`src/rtl/synapse_decoder.sv`:
```
`default_nettype none
// ============================================================================
// Module      : synapse_decoder
// Description : Receive-side synapse. Each incoming spike adds a weight to an
//               8-bit synaptic current, and the current decays exponentially
//               between spikes. In parallel, spikes are counted over fixed
//               windows and each window's count is offered to a consumer on a
//               valid/ready handshake. A sticky flag records any result that
//               was lost because it was replaced before being taken.
// Revision    : 1.0 - initial release
// ============================================================================
module synapse_decoder #(
    parameter int WINDOW_LEN = 16,
    parameter int CNT_W      = 5
) (
    input  logic             clk,
    input  logic             rst,
    input  logic             spike_in,
    input  logic [7:0]       weight,
    input  logic             beta,
    input  logic             enable,
    output logic [7:0]       current_out,
    output logic [CNT_W-1:0] rate_count,
    output logic             rate_valid,
    input  logic             rate_ready,
    output logic             overrun
);

    localparam logic [CNT_W-1:0] c_win_last = CNT_W'(WINDOW_LEN - 1);
    localparam logic [CNT_W-1:0] c_cnt_max  = {CNT_W{1'b1}};

    typedef enum logic [0:0] {
        ST_IDLE = 1'b0,
        ST_RUN  = 1'b1
    } state_t;

    state_t           r_state;
    state_t           w_state_next;

    logic [7:0]       r_current;
    logic [7:0]       w_decay;
    logic [7:0]       w_decayed;
    logic [8:0]       w_current_sum;
    logic [7:0]       w_current_next;

    logic [CNT_W-1:0] r_win_cnt;
    logic [CNT_W-1:0] r_spike_cnt;
    logic [CNT_W-1:0] w_spike_sum;
    logic             w_count_en;
    logic             w_win_done;

    logic [CNT_W-1:0] r_rate_count;
    logic             r_rate_valid;
    logic             r_overrun;

    // Current update: decay by a shift (never stalling above zero), add the
    // weight on a spike, and clamp at full scale.
    always_comb begin
        w_decay = beta ? (r_current >> 3) : (r_current >> 1);
        if ((r_current != 8'd0) && (w_decay == 8'd0)) begin
            w_decay = 8'd1;
        end
        w_decayed      = r_current - w_decay;
        w_current_sum  = {1'b0, w_decayed} + (spike_in ? {1'b0, weight} : 9'd0);
        w_current_next = w_current_sum[8] ? 8'hFF : w_current_sum[7:0];
    end

    // Current register.
    always_ff @(posedge clk) begin
        if (rst) begin
            r_current <= 8'd0;
        end else begin
            r_current <= w_current_next;
        end
    end

    // FSM state register.
    always_ff @(posedge clk) begin
        if (rst) begin
            r_state <= ST_IDLE;
        end else begin
            r_state <= w_state_next;
        end
    end

    // FSM next state and window control; the enabling edge itself counts nothing.
    always_comb begin
        w_state_next = r_state;
        w_count_en   = 1'b0;
        w_win_done   = 1'b0;
        case (r_state)
            ST_IDLE: begin
                if (enable) begin
                    w_state_next = ST_RUN;
                end
            end
            ST_RUN: begin
                if (!enable) begin
                    w_state_next = ST_IDLE;
                end else begin
                    w_count_en = 1'b1;
                    w_win_done = (r_win_cnt == c_win_last);
                end
            end
            default: w_state_next = ST_IDLE;
        endcase
        w_spike_sum = (r_spike_cnt == c_cnt_max) ? c_cnt_max
                    : r_spike_cnt + {{(CNT_W-1){1'b0}}, spike_in};
    end

    // Window and spike counters; held at zero whenever not counting, which
    // also discards a partial window when enable drops.
    always_ff @(posedge clk) begin
        if (rst || !w_count_en || w_win_done) begin
            r_win_cnt   <= '0;
            r_spike_cnt <= '0;
        end else begin
            r_win_cnt   <= r_win_cnt + 1'b1;
            r_spike_cnt <= w_spike_sum;
        end
    end

    // Result register and handshake; a completing window wins over a
    // same-edge transfer, and replacing an untaken result flags overrun.
    always_ff @(posedge clk) begin
        if (rst) begin
            r_rate_count <= '0;
            r_rate_valid <= 1'b0;
            r_overrun    <= 1'b0;
        end else if (w_win_done) begin
            r_rate_count <= w_spike_sum;
            r_rate_valid <= 1'b1;
            if (r_rate_valid && !rate_ready) begin
                r_overrun <= 1'b1;
            end
        end else if (r_rate_valid && rate_ready) begin
            r_rate_valid <= 1'b0;
        end
    end

    assign current_out = r_current;
    assign rate_count  = r_rate_count;
    assign rate_valid  = r_rate_valid;
    assign overrun     = r_overrun;

endmodule
`default_nettype wire

```
`config.mk`:
```
export PLATFORM = sky130hd
export DESIGN_NAME = synapse_decoder
export DESIGN_NICKNAME = d
export VERILOG_FILES = /design/src/rtl/synapse_decoder.sv
export SDC_FILE = /design/constraint.sdc
export NUM_CORES = 1
export LEC_CHECK = 0
export ABC_CLOCK_PERIOD_IN_PS = 8700
export BUFFER_PORTS_ARGS = -buffer_cell sky130_fd_sc_hd__buf_2
export CORE_MARGIN = 2
export CORE_UTILIZATION = 35
export DETAILED_ROUTE_END_ITERATION = 10
export GPL_TIMING_DRIVEN = 0
export SYNTH_ARGS = -nofsm -noshare
export SYNTH_HDL_FRONTEND = slang
export SYNTH_SLANG_ARGS = --single-unit
export TNS_END_PERCENT = 1
```
`constraint.sdc`:
```
create_clock -name clk -period 8.7 [get_ports clk]
set_clock_uncertainty 0.2 [all_clocks]
set_input_delay 0.87 -clock clk [delete_from_list [all_inputs] [get_ports clk]]
set_output_delay 0.87 -clock clk [all_outputs]
set_load 0.005 [all_outputs]
```
Word-level counts from Yosys, hierarchy flattened
Index checks and enable logic that the tools add are counted.
Widths: inputs -> output; s select.
Operators by class
  $add $sub $neg: 4
  equality and inequality tests: 2
  mux-type cells: 11
  reduce and logical (&&, ||, !) cells: 11
Operators with widths (count)
  $mux 8: 3
  $add 8x8->9: 1
  $logic_not 8->1: 1
  $reduce_bool 8->1: 1
  $sub 8x8->8: 1
  $mux 7: 1
  $mux 1: 6
  $add 5x1->5: 1
  $add 5x1->5 const B: 1
  $eq 5x4->1 const B: 1
  $eq 5x5->1 const B: 1
  $mux 5: 1
  $logic_and 1x1->1: 3
  $logic_not 1->1: 2
  $logic_or 1x1->1: 2
  $reduce_and 2->1: 1
  $reduce_bool 2->1: 1
Storage, ports and cells
  bits in registers: 26
  input bits: 14

Longest topological paths before layout
  word-level depth: 7
  mapped depth: 16

Worst setup path before layout
OpenSTA, ideal clock, no wires.
  path type: input-to-reg
  from: in beta
  to: reg r_current[7], in the netlist current_out[7]
  library setup time: 88 ps
  arrival time: 3982 ps
  data required time: 8412 ps
  setup slack: 4430 ps
  stages: 16
  path buffers: 1
  path through: clkbuf_1 > mux2i_1 > o31ai_1 > o31ai_1 > ha_1 > inv_1 > fa_1 > a21o_1 > a21oi_1 > o21bai_1 > a21oi_1 > xnor2_1 > ha_1 > nand2_1 > o211a_1 > a311oi_2
On the way
  word-level cells in the longest chain between the ends: 7
Ends and longest elaborated chain
  start, declared: RTL line 20  | input logic beta,
  $mux 7 *: RTL line 59  | w_decay = beta ? (r_current >> 3) : (r_current >> 1);
  $logic_not 8->1: RTL line 60  | if ((r_current != 8'd0) && (w_decay == 8'd0)) begin
  $logic_and 1x1->1: RTL line 60
  $mux 8 *: RTL line 60
  $sub 8x8->8 *: RTL line 63  | w_decayed = r_current - w_decay;
  $add 8x8->9 *: RTL line 64  | w_current_sum = {1'b0, w_decayed} + (spike_in ? {1'b0, weight} : 9'd0);
  $mux 8 *: RTL line 65  | w_current_next = w_current_sum[8] ? 8'hFF : w_current_sum[7:0];
  end signal, assigned: RTL line 73  | r_current <= w_current_next;
  end, declared: RTL line 40  | logic [7:0] r_current;
Mark *: on every way between the ends. The rest lies on a longest branch, timed or not.
A chain may end at the register's enable or synchronous reset.

Worst setup path in the final report
Ends and elaborated chain as after synthesis.

==> summary.txt <==
Outcome
  • Outcome: finished, final reports clean

Pwr
  • Leak: 0.839 nW
  • Worst IR Drop VDD: roughly 0.13 mV
  • Cell Pwr Density: around 450 mW/mm^2

Clock tree
  • Root Buffer: clkbuf_8
  • H-Tree Depth: 1
  • TritonCTS clock tree: built
  • Num CTS Buffers: 3
  • Clock Sinks: 26
  • Post_cts resized: 0
  • Max clock buf depth: 2
  • # Post-CTS Setup Buffers: 0
  • Clock slew at reported path FFs: ~0.090 ns
  • Worst skew pair latency: 0.26 ns
  • # hold bufs at CTS: 0

Layout
  • Layout Utilization: 0.422
  • Fillers: approximately 450
  • Layout cells sized above 1: 0.183
  • Leading cell type in the layout, fill and taps excluded: buf_2
  • Most frequent cells in the layout: 28 x buf_2, 26 x dfxtp_1, 25 x nor2_1
  • Nets@finish: 245
  • Ant. Diodes: 0
  • Storage cell area: ~520 um^2
  • Area grow syn2layout: 14.9%
  • Multi-input logic area: approximately 0.0010 mm^2

Setup path
  • Flop-to-flop setup slack: between 4 and 5 ns
  • Critical Path RT: ~8.7 ns
  • WP data arrival: between 4 and 5 ns
  • Worst setup path class: in -> reg
  • Critical path endpoint category: register
  • R2R cell count: 14
  • Crit-path max FO: 7
  • Crit start category: input pin

Global route
  • Initial antenna violation count: 0
  • Total global routing overflow: 0
  • GRT Util Overall: 0.127
  • First-pass GRT wire length: 5360 um
  • Vias in the first global route: between 1k and 1.5k
  • Largest net degree at the start of global routing: 14

STA
  • Slew @ Worst Pin: approximately 0.42 ns
  • Final period utilization: 0.498
  • Final Max Slew Viols: 0
  • Hold Slack: about 0.26 ns
  • Fin Setup TNS: 0 ns
  • Rel. slew slack: 0.719
  • Final-report setup violation count: 0
  • Final Critical Period: about 4.3 ns
  • RSZ-0062 raised after global routing: no
  • Endpoints failing hold: 0
  • Maximum clock rate: about 230 MHz

Hold path
  • Worst Hold Class: reg -> reg
  • Hold path depth: 1

Routing
  • DR vias: 1275
  • Routed len/inst: 11.6 um
  • Via density: around 4.9
  • Final ANT Viol Nets: 0
  • 1st-iter DRT viols: 26
  • Final wirelength: 3020 um
  • DR pass1 iterations: 4
  • Residual DRC: 0

Placement
  • Hpwl dp: approximately 2400 um
  • GPL Wtd Cong: roughly 0.73
  • Port Buffers: 27

Die
  • Core area: between 0.004 and 0.005 mm^2
  • Full die area: just over 0.005 mm^2
  • Starting Density: 0.367
  • # rows: 24
  • # IOs: 29
  • Die Span Y: slightly above 70 um
  • Die X: between 70 and 80 um

Logic synthesis
  • Post-synth EDFFs: 0
  • Mapped Area: 0.00162 mm^2
  • Yosys cell types: 39
  • FFs w/ async S/R, synth: 0
  • Yosys reg bits: 26
  • Synth Net Count: between 200 and 250
  • Main synth FF type: dfxtp_1
  • Synth warnings: 0
  • Synthesized instance count: about 180
  • Register area share after synthesis: 0.321
  • Mean area per synthesized cell: 9.11 um^2

Job
  • Max-Cap Viols: 0
[synth_stat cells (all sizes together), types with 4 or more instances]
library cell  number  share of area
ha                19           0.15
dfxtp             26           0.32
nor2              25          0.058
nand3              6          0.019
inv               11          0.025
and2               7          0.027
xor2               5          0.027
a21oi             13          0.040
xnor2             11          0.059
a211oi             5          0.023
o21ai              4          0.019
mux2i              5          0.031
nand2              7          0.018
[where the power goes]
group          total, mW  switching, mW  internal, mW
Sequential         0.162         0.0213         0.141
Combinational      0.613          0.328         0.285
Clock             0.0678         0.0368        0.0310
[critical path, stage by stage]
cell	delay [ns]
clkbuf_1	0.30
mux2i_1	0.39
o31ai_1	0.12
o31ai_1	0.23
ha_1	0.21
inv_1	0.05
fa_1	0.40
a21o_1	0.17
a21oi_1	0.21
o21bai_1	0.10
a21oi_1	0.18
xnor2_1	0.09
ha_1	0.41
nand2_1	0.10
o211a_1	0.22
a311oi_2	0.24
[per-stage QoR]
step                      instance area (um^2)  worst slack (ns)  power, mW  instances
final                                     1860              4.36      0.843        260
after global routing                      1860              4.00      0.936        260
after CTS                                 1860              4.32      0.852        260
after detailed placement                  1820              4.04      0.781        257
after global placement                    1820              4.05      0.773        257
after floorplan                           1620              4.43      0.675        178
[sequential cells by signal (all words and copies together) (netlist names)]
signal,count
current_out,8
r_state,1
rate_count,5
overrun,1
rate_valid,1
r_spike_cnt,5
r_win_cnt,5
[path summary, 6_finish.rpt]
kind                   from        endpoint
max                    beta  current_out[7]
min            r_win_cnt[0]    r_win_cnt[0]
max reg2reg  current_out[3]  current_out[7]
min reg2reg    r_win_cnt[0]    r_win_cnt[0]
[cells by family (layout without fill, tap and decap cells)]
family                   Yosys count  after routing  share of synthesized area
XOR/XNOR                          16             16                     0.0864
flip-flops                        26             26                      0.321
buffers and inverters             14             44                     0.0332
AND/OR/NAND/NOR                   59             59                      0.181
adder cells (fa/ha/maj)           21             21                      0.171
multiplexers                       5              5                     0.0309
AO/OA/AOI/OAI                     37             37                      0.177
[final cells by class]
class | count | area share
plain buffers | 3 | 0.00672
clock buffers | 3 | 0.0222
repair buffers | 27 | 0.0725
well taps | 52 | 0.0349
multi-input cells | 138 | 0.562
inverters | 11 | 0.0222
flip-flops and latches | 26 | 0.279
[routing by layer]
layer | global-route usage | wire [um] | up-vias | part of all wire
met3 | 0.0167 | 83 | 2 | 0.027
met5 | 0 | 0 | - | 0
met2 | 0.240 | 1460 | 13 | 0.48
met4 | 0.0314 | 6 | 0 | 0.0020
met1 | 0.150 | 1470 | 582 | 0.49
li1 | - | - | 678 | -
(Power assumes the default switching activity.)
